## src/rtl/idct_coef_pkg.sv

```systemverilog
// HEVC inverse-DCT coefficient tables shared by the MAC column and its stages.
// coef() returns the constant multiplier for a given mode, stage and output column.
package idct_coef_pkg;

   localparam int COEF_W = 8;

   typedef logic signed [COEF_W-1:0] coef_t;

   localparam coef_t T8 [8][8] = '{
      '{ 8'sd64,  8'sd64,  8'sd64,  8'sd64,  8'sd64,  8'sd64,  8'sd64,  8'sd64},
      '{ 8'sd89,  8'sd75,  8'sd50,  8'sd18, -8'sd18, -8'sd50, -8'sd75, -8'sd89},
      '{ 8'sd83,  8'sd36, -8'sd36, -8'sd83, -8'sd83, -8'sd36,  8'sd36,  8'sd83},
      '{ 8'sd75, -8'sd18, -8'sd89, -8'sd50,  8'sd50,  8'sd89,  8'sd18, -8'sd75},
      '{ 8'sd64, -8'sd64, -8'sd64,  8'sd64,  8'sd64, -8'sd64, -8'sd64,  8'sd64},
      '{ 8'sd50, -8'sd89,  8'sd18,  8'sd75, -8'sd75, -8'sd18,  8'sd89, -8'sd50},
      '{ 8'sd36, -8'sd83,  8'sd83, -8'sd36, -8'sd36,  8'sd83, -8'sd83,  8'sd36},
      '{ 8'sd18, -8'sd50,  8'sd75, -8'sd89,  8'sd89, -8'sd75,  8'sd50, -8'sd18}
   };

   localparam coef_t T4 [4][4] = '{
      '{ 8'sd64,  8'sd64,  8'sd64,  8'sd64},
      '{ 8'sd83,  8'sd36, -8'sd36, -8'sd83},
      '{ 8'sd64, -8'sd64, -8'sd64,  8'sd64},
      '{ 8'sd36, -8'sd83,  8'sd83, -8'sd36}
   };

   // In 4-point mode stages 4..7 and output columns 4..7 contribute nothing.
   function automatic coef_t coef(input logic mode4, input logic [2:0] k, input logic [2:0] idx);
      coef_t c;
      c = T8[k][idx];
      if (mode4) begin
         c = (k[2] || idx[2]) ? '0 : T4[k[1:0]][idx[1:0]];
      end
      return c;
   endfunction

endpackage

```

## src/rtl/idct_mac_stage.sv

```systemverilog
// One constant-multiply-accumulate stage of the IDCT column, carrying the
// vector's valid, mode, rounding offset and shift alongside the partial sum.
module idct_mac_stage
   import idct_coef_pkg::*;
#(
   parameter int DW      = 16,
   parameter int AW      = 32,
   parameter int K       = 0,
   parameter int OUT_IDX = 0
) (
   input  logic                 clk,
   input  logic                 reset,
   input  logic signed [DW-1:0] x_i,
   input  logic [AW-1:0]        acc_i,
   input  logic                 valid_i,
   input  logic                 mode_i,
   input  logic [AW-1:0]        add_i,
   input  logic [4:0]           shift_i,
   output logic [AW-1:0]        acc_o,
   output logic                 valid_o,
   output logic                 mode_o,
   output logic [AW-1:0]        add_o,
   output logic [4:0]           shift_o
);

   localparam coef_t C8 = coef(1'b0, 3'(K), 3'(OUT_IDX));
   localparam coef_t C4 = coef(1'b1, 3'(K), 3'(OUT_IDX));

   coef_t                cSel;
   logic signed [AW-1:0] xExt;
   logic signed [AW-1:0] cExt;
   logic signed [AW-1:0] prod;
   logic [AW-1:0]        acc_d;
   logic [AW-1:0]        acc_q;
   logic                 valid_q;
   logic                 mode_q;
   logic [AW-1:0]        add_q;
   logic [4:0]           shift_q;

   // The product wraps modulo 2^AW, matching the accumulator.
   always_comb begin
      cSel  = mode_i ? C4 : C8;
      xExt  = {{(AW-DW){x_i[DW-1]}}, x_i};
      cExt  = {{(AW-COEF_W){cSel[COEF_W-1]}}, cSel};
      prod  = xExt * cExt;
      acc_d = acc_i + prod;
   end

   always_ff @(posedge clk or posedge reset) begin
      if (reset) begin
         acc_q   <= '0;
         valid_q <= 1'b0;
         mode_q  <= 1'b0;
         add_q   <= '0;
         shift_q <= '0;
      end else begin
         acc_q   <= acc_d;
         valid_q <= valid_i;
         mode_q  <= mode_i;
         add_q   <= add_i;
         shift_q <= shift_i;
      end
   end

   assign acc_o   = acc_q;
   assign valid_o = valid_q;
   assign mode_o  = mode_q;
   assign add_o   = add_q;
   assign shift_o = shift_q;

endmodule

```

## src/rtl/idct_mac_column_p.sv

```systemverilog
// Systolic IDCT MAC column: eight skewed MAC stages, a rounding-shift register
// and a saturating output register, plus a one-cycle forward copy of the inputs.
module idct_mac_column_p
   import idct_coef_pkg::*;
#(
   parameter int DW      = 16,
   parameter int AW      = 32,
   parameter int OW      = 16,
   parameter int OUT_IDX = 0
) (
   input  logic                 clk,
   input  logic                 reset,
   input  logic [8*DW-1:0]      d_in,
   input  logic                 in_valid,
   input  logic                 mode_4pt,
   input  logic [AW-1:0]        add,
   input  logic [4:0]           shift,
   output logic signed [OW-1:0] d_out,
   output logic                 out_valid,
   output logic                 sat_flag,
   output logic [8*DW-1:0]      d_prop,
   output logic                 prop_valid
);

   localparam logic signed [AW:0]   RND_MAX = {{(AW-OW+2){1'b0}}, {(OW-1){1'b1}}};
   localparam logic signed [AW:0]   RND_MIN = {{(AW-OW+2){1'b1}}, {(OW-1){1'b0}}};
   localparam logic signed [OW-1:0] OUT_MAX = {1'b0, {(OW-1){1'b1}}};
   localparam logic signed [OW-1:0] OUT_MIN = {1'b1, {(OW-1){1'b0}}};

   logic [AW-1:0] accW   [9];
   logic          validW [9];
   logic          modeW  [9];
   logic [AW-1:0] addW   [9];
   logic [4:0]    shiftW [9];

   assign accW[0]   = '0;
   assign validW[0] = in_valid;
   assign modeW[0]  = mode_4pt;
   assign addW[0]   = add;
   assign shiftW[0] = shift;

   for (genvar k = 0; k < 8; k++) begin : g_stage
      idct_mac_stage #(
         .DW      (DW),
         .AW      (AW),
         .K       (k),
         .OUT_IDX (OUT_IDX)
      ) u_stage (
         .clk     (clk),
         .reset   (reset),
         .x_i     (d_in[k*DW +: DW]),
         .acc_i   (accW[k]),
         .valid_i (validW[k]),
         .mode_i  (modeW[k]),
         .add_i   (addW[k]),
         .shift_i (shiftW[k]),
         .acc_o   (accW[k+1]),
         .valid_o (validW[k+1]),
         .mode_o  (modeW[k+1]),
         .add_o   (addW[k+1]),
         .shift_o (shiftW[k+1])
      );
   end

   logic signed [AW:0]   sum;
   logic signed [AW:0]   rnd_d;
   logic signed [AW:0]   rnd_q;
   logic                 rndValid_q;
   logic signed [OW-1:0] dOut_d;
   logic signed [OW-1:0] dOut_q;
   logic                 sat_d;
   logic                 sat_q;
   logic                 outValid_q;
   logic [8*DW-1:0]      dProp_q;
   logic                 propValid_q;

   // One guard bit keeps the unsigned offset from flipping the sign; an arithmetic
   // shift of AW or more on this width already yields pure sign fill.
   always_comb begin
      sum   = $signed({accW[8][AW-1], accW[8]}) + $signed({1'b0, addW[8]});
      rnd_d = sum >>> shiftW[8];
   end

   always_comb begin
      dOut_d = dOut_q;
      sat_d  = sat_q;
      if (rndValid_q) begin
         if (rnd_q > RND_MAX) begin
            dOut_d = OUT_MAX;
            sat_d  = 1'b1;
         end else if (rnd_q < RND_MIN) begin
            dOut_d = OUT_MIN;
            sat_d  = 1'b1;
         end else begin
            dOut_d = rnd_q[OW-1:0];
            sat_d  = 1'b0;
         end
      end
   end

   always_ff @(posedge clk or posedge reset) begin
      if (reset) begin
         rnd_q       <= '0;
         rndValid_q  <= 1'b0;
         dOut_q      <= '0;
         sat_q       <= 1'b0;
         outValid_q  <= 1'b0;
         dProp_q     <= '0;
         propValid_q <= 1'b0;
      end else begin
         rnd_q       <= rnd_d;
         rndValid_q  <= validW[8];
         dOut_q      <= dOut_d;
         sat_q       <= sat_d;
         outValid_q  <= rndValid_q;
         dProp_q     <= d_in;
         propValid_q <= in_valid;
      end
   end

   assign d_out      = dOut_q;
   assign sat_flag   = sat_q;
   assign out_valid  = outValid_q;
   assign d_prop     = dProp_q;
   assign prop_valid = propValid_q;

endmodule

```

## config.mk

```make
export PLATFORM = sky130hd
export DESIGN_NAME = idct_mac_column_p
export DESIGN_NICKNAME = d
export VERILOG_FILES = /design/src/rtl/idct_coef_pkg.sv /design/src/rtl/idct_mac_stage.sv /design/src/rtl/idct_mac_column_p.sv
export SDC_FILE = /design/constraint.sdc
export NUM_CORES = 2
export LEC_CHECK = 0
export CORE_MARGIN = 4
export CORE_UTILIZATION = 40
export CTS_CLUSTER_DIAMETER = 40
export CTS_CLUSTER_SIZE = 28
export DETAILED_ROUTE_END_ITERATION = 8
export GPL_TIMING_DRIVEN = 1
export HOLD_SLACK_MARGIN = 0.02
export PLACE_DENSITY = 0.55
export SETUP_SLACK_MARGIN = 0.05
export SKIP_LAST_GASP = 1
export SYNTH_ARGS = -nofsm -noshare
export SYNTH_HDL_FRONTEND = slang
export SYNTH_SLANG_ARGS = --single-unit
```

## constraint.sdc

```tcl
create_clock -name clk -period 25.7 [get_ports clk]
set_clock_uncertainty 0.15 [all_clocks]
set_input_delay 3.855 -clock clk [delete_from_list [all_inputs] [get_ports clk]]
set_output_delay 3.855 -clock clk [all_outputs]
set_load 0.05 [all_outputs]
```

**Word-level counts from Yosys, hierarchy flattened**

Cells that the tools add are included.

- Word-level logic and storage cells: 74
- Bits in registers: 731
- Output and inout bits: 147

- Shifts and indexed selects: 1
- Multipliers: 7
- $add $sub $neg: 8
- Multiplexer cells: 11
- Order comparisons: 2

Operators with widths:

| operator | number |
|---|---|
| $add 32x32->32 | 6 |
| $mul 16x8->24 | 4 |
| $mul 16x7->23 | 2 |
| $add 32x33->33 | 1 |
| $gt 33x16->1 const B | 1 |
| $lt 33x16->1 const B | 1 |
| $sshr 33x5->33 | 1 |
| $mux 16 | 2 |
| $add 22x24->25 | 1 |
| $mul 16x6->22 | 1 |
| $mux 7 | 2 |
| $mux 6 | 2 |
| $mux 5 | 2 |
| $mux 4 | 1 |
| $mux 1 | 2 |

**Depth between registers and ports, before layout**

- Word-level depth: 3
- Gate-level depth with buffers: 31
- Depth with buffers taken out: 30

**Cells and area by module**

From an unflattened synthesis, not the netlist that was laid out.

- Cell total of the unflattened synthesis: 4930
- Area total of the unflattened synthesis: 49666.4 um^2

By module, submodules not included:

| module | area an instance (um^2) | instances | cells an instance |
|---|---|---|---|
| idct_mac_column_p | 9445.3 | 1 | 937 |
| idct_mac_stage (g_stage[1].u_stage) | 6632.6 | 1 | 688 |
| idct_mac_stage (g_stage[3].u_stage) | 6500.0 | 1 | 671 |
| idct_mac_stage (g_stage[2].u_stage) | 5784.3 | 1 | 580 |
| idct_mac_stage (g_stage[5].u_stage) | 5243.8 | 1 | 534 |
| idct_mac_stage (g_stage[7].u_stage) | 4757.1 | 1 | 479 |
| idct_mac_stage (g_stage[6].u_stage) | 4747.1 | 1 | 464 |
| idct_mac_stage (g_stage[4].u_stage) | 3383.2 | 1 | 309 |
| idct_mac_stage (g_stage[0].u_stage) | 3173.0 | 1 | 268 |

**Worst setup path before layout**

No wires, ideal clock.

- Kind: input port to flip-flop
- Start: input d_in[51]
- End: register g_stage[3].u_stage.acc_q[31]
- Slack: 15.739 ns
- Library setup time: 0.135 ns
- Cell stages on the path: 25
- Arrival time: 9.675 ns
- Path buffers: 0
- Cell sequence: nor2b_1 ha_1 xor2_1 ha_1 fa_1 inv_1 fa_1 inv_1 ha_1 or2_2 a21oi_1 or3_1 nand4_1 a31oi_1 nor2b_1 o21ai_0 a21oi_1 xnor2_1 ha_1 a21oi_1 nor3b_1 a221oi_1 a2111oi_0 o21bai_1 xor3_1

- Longest elaborated chain between the ends: 2

Ends and longest elaborated chain:

| element | line | source |
|---|---|---|
| start: declaration | idct_mac_column_p.sv:13 | `input logic [8*DW-1:0] d_in,` |
| $mul 16x8->24 | idct_mac_stage.sv:45 | `prod = xExt * cExt;` |
| $add 32x32->32 | idct_mac_stage.sv:46 | `acc_d = acc_i + prod;` |
| via g_stage[3].u_stage.acc_d[31] | idct_mac_stage.sv:33 | `logic [AW-1:0] acc_d;` |
| end signal: assignment | idct_mac_stage.sv:51 | `acc_q <= '0;` |
| end signal: assignment | idct_mac_stage.sv:57 | `acc_q <= acc_d;` |
| end: declaration | idct_mac_stage.sv:34 | `logic [AW-1:0] acc_q;` |

The timed path passes the listed nets, and every way through them passes these cells.
A chain may end at the register's enable or synchronous reset.

**Worst setup path in the final report**

Ends and elaborated chain as after synthesis.

==> results.sh <==
export IMPL_status="complete, no violations"
export IMPL_post_cts_resized=0
export IMPL_setup_ws_ps=15130
export IMPL_place_congestion=0.8670
export IMPL_hold_buffers=0
export IMPL_routed_via_density=4.903
export IMPL_rrSetupSlack_ps=18220
export IMPL_synth_edf_count=0
export IMPL_dp_cells=5643
export IMPL_antenna_found_initial=5
export IMPL_yosysWarnings=0
export IMPL_htree_levels=3
export IMPL_die_area_um2=112400
export IMPL_hold_violations=0
export IMPL_port_buffers=315
export IMPL_end_kind="register"
export IMPL_p_leak_nw=24.55
export IMPL_grt_max_degree=173
export IMPL_irDropWorstVdd_uv=71.06
export IMPL_rsz0062_at_grt="false"
export IMPL_cap_violations=0
export IMPL_fin_setup_tns_ps=0
export IMPL_n_antenna_cell=0
export IMPL_ys_flop_type="dfrtp_1"
export IMPL_crit_path_start_kind="primary input"
export IMPL_cts_tree="done"
export IMPL_dr_pass1_iters=5
export IMPL_setup_viol=0
export IMPL_hold_class="reg -> reg"
export IMPL_die_x_um=335.2
export IMPL_slew_headroom_pct=28.72
export IMPL_worstPathRequired_ps=26110
export IMPL_fp_dieH_um=335.2
export IMPL_crit_path_max_incr_delay_ps=850
export IMPL_row_count=119
export IMPL_fin_crit_sh_pct=41.11
export IMPL_clockBufferDepth=3
export IMPL_cts_inserted_buffers=107
export IMPL_fin_cells=5846
export IMPL_synth_seq_cells=707
export IMPL_worstSetupPathType="in -> reg"
export IMPL_post_drt_wl_per_cell_um=15.76
export IMPL_clk_latency_ps=690
export IMPL_grt_overflow=0
export IMPL_path_max_fanout=10
export IMPL_async_flop_share_pct=100.0
export IMPL_root_buffer="clkbuf_16"
export IMPL_grt_pass1_vias=29625
export IMPL_synthesis_area_um2=42830
export IMPL_syn_inst=3990
export IMPL_avgSynthCellArea_um2=10.73
export IMPL_clock_sinks=707
export IMPL_synth_distinct_cells=102
export IMPL_crit_path_top_delay_cell="xnor2_1"
export IMPL_layout_commonest_cell="dfrtp_1"
export IMPL_fmax_ghz=0.09464
export IMPL_drc=0
export IMPL_cp_common_cell="ha_1"
export IMPL_drv_slew=0
export IMPL_pin_count=316
export IMPL_dp_hpwl_um=71510
export IMPL_final_layout_size_suffix_gt1_share_pct=6.644
export IMPL_nNetsFinal=5245
export IMPL_yosysTopAreaCell="dfrtp_1"
export IMPL_placeableCoreArea_um2=105900
export IMPL_area_growth_pct=19.83
export IMPL_period_minus_slack_ps=10570
export IMPL_worst_slew_pin_slew_ps=1062
export IMPL_post_cts_buffers=0
export IMPL_grt_pass1_wl_um=152900
export IMPL_cp_arrival_ps=10970
export IMPL_track_usage_pct=16.69
export IMPL_hold_slack_ps=177.8
export IMPL_drt_iter0_markers=1299
export IMPL_fin_util_pct=48.48
export IMPL_synth_top_area_share_pct=41.31
export IMPL_start_util_pct=40.46
export IMPL_yosys_top_cells_area="dfrtp_1 41%, ha_1 16%, fa_1 7.6%"
export IMPL_via_count=28661
export IMPL_dp_slack_ps=14380
export IMPL_ys_seq_area_share_pct=41.31
export IMPL_drt_total_wl_um=92150
export IMPL_final_cell_mix="707 x dfrtp_1, 552 x ha_1, 451 x inv_1, 315 x clkdlybuf4s50_1, 253 x a21oi_1"
export IMPL_clkTransAtPathRegs_ps=60
export IMPL_ant_nets=0
export IMPL_power_density_nw_per_um2=120.0
-- layer usage --
| layer | GRT usage (%) | vias up | part of all wire (%) | wire length (um) |
|---|---|---|---|---|
| li1 | - | 14413 | - | - |
| met4 | 5.435 | 0 | 3.2 | 2984 |
| met1 | 21.87 | 13593 | 46 | 42010 |
| met2 | 28.08 | 492 | 47 | 43350 |
| met3 | 3.059 | 163 | 4.1 | 3797 |
| met5 | 0 | - | 0 | 0 |
-- flip-flops by register name, indices dropped and copies added (netlist names) --
name,flops
g_stage.u_stage.mode_o,7
d_prop,127
rnd_q,33
d_out,16
out_valid,1
g_stage.u_stage.acc_o,217
sat_flag,1
rndValid_q,1
g_stage.u_stage.valid_o,8
g_stage.u_stage.shift_o,40
g_stage.u_stage.add_o,256
-- metrics by stage --
step	total power, mW	instance area [um2]
6_report	6.158	51320
5_1_grt	6.704	51320
4_1_cts	6.252	51320
3_5_place_dp	4.734	47550
3_3_place_gp	4.723	47550
2_1_floorplan	3.958	42880
-- critical path: cells and delay by family --
kind,cells,cell delay [ps]
compound gates,8,1670
simple gates,6,1230
xor+xnor,3,1190
buf+inv,3,590
fa+ha+maj,6,2430
-- report_power, final --
group / leakage (nW) / total [mW] / switching, mW / internal, mW
Combinational: 14.5 / 3.16 / 1.81 / 1.35
Clock: 1.81 / 1.46 / 0.591 / 0.868
Sequential: 8.22 / 1.54 / 0.138 / 1.40
-- cells in the mapped netlist (all sizes together), types with 31 or more instances --
master	instances
fa	163
mux2i	40
nand2b	54
nor2b	131
a21o	77
ha	552
xnor2	196
a211oi	37
inv	455
xor2	80
o21ai	150
a31oi	33
a21oi	255
clkbuf	59
nor3	64
o21bai	32
dfrtp	707
and2	38
nand2	172
nor2	249
and3	31
nand3	52
-- cells by family (layout without fill, tap and decap cells) --
kind of cell	after synthesis	count (layout)	synth area share, %
adders and majority gates	715	715	23.74
and+or+nand+nor	890	890	10.34
other	2	15	0.01753
xor gates and xnor gates	277	277	5.717
DFF	707	707	41.31
muxes	63	63	1.820
buffers and inverters	541	993	4.917
AOI/OAI and AO/OA	795	795	12.13
-- cell type report --
type,instances,area [um2]
Clock buffer,121,2800
Clock inverter,82,973.4
Fill cell,9723,54540
Inverter,456,1719
Multi-Input combinational cell,2755,23090
Sequential cell,707,17690
Tap cell,1391,1740
Timing Repair Buffer,334,3308
-- path summary, 6_finish.rpt --
check,cells after the start,end,start
setup / recovery,26,g_stage[3].u_stage.acc_o[31]$_DFF_PP0_,d_in[51]
hold / removal,0,g_stage[6].u_stage.add_o[4]$_DFF_PP0_,g_stage[5].u_stage.add_o[4]$_DFF_PP0_
setup reg to reg,26,g_stage[3].u_stage.acc_o[31]$_DFF_PP0_,g_stage[2].u_stage.mode_o$_DFF_PP0_
hold reg to reg,0,g_stage[6].u_stage.add_o[4]$_DFF_PP0_,g_stage[5].u_stage.add_o[4]$_DFF_PP0_
max in group asynchronous,4,g_stage[6].u_stage.acc_o[3]$_DFF_PP0_,reset
min in group asynchronous,2,g_stage[0].u_stage.add_o[26]$_DFF_PP0_,reset
No activity file was read; power rests on OpenSTA's default activity.
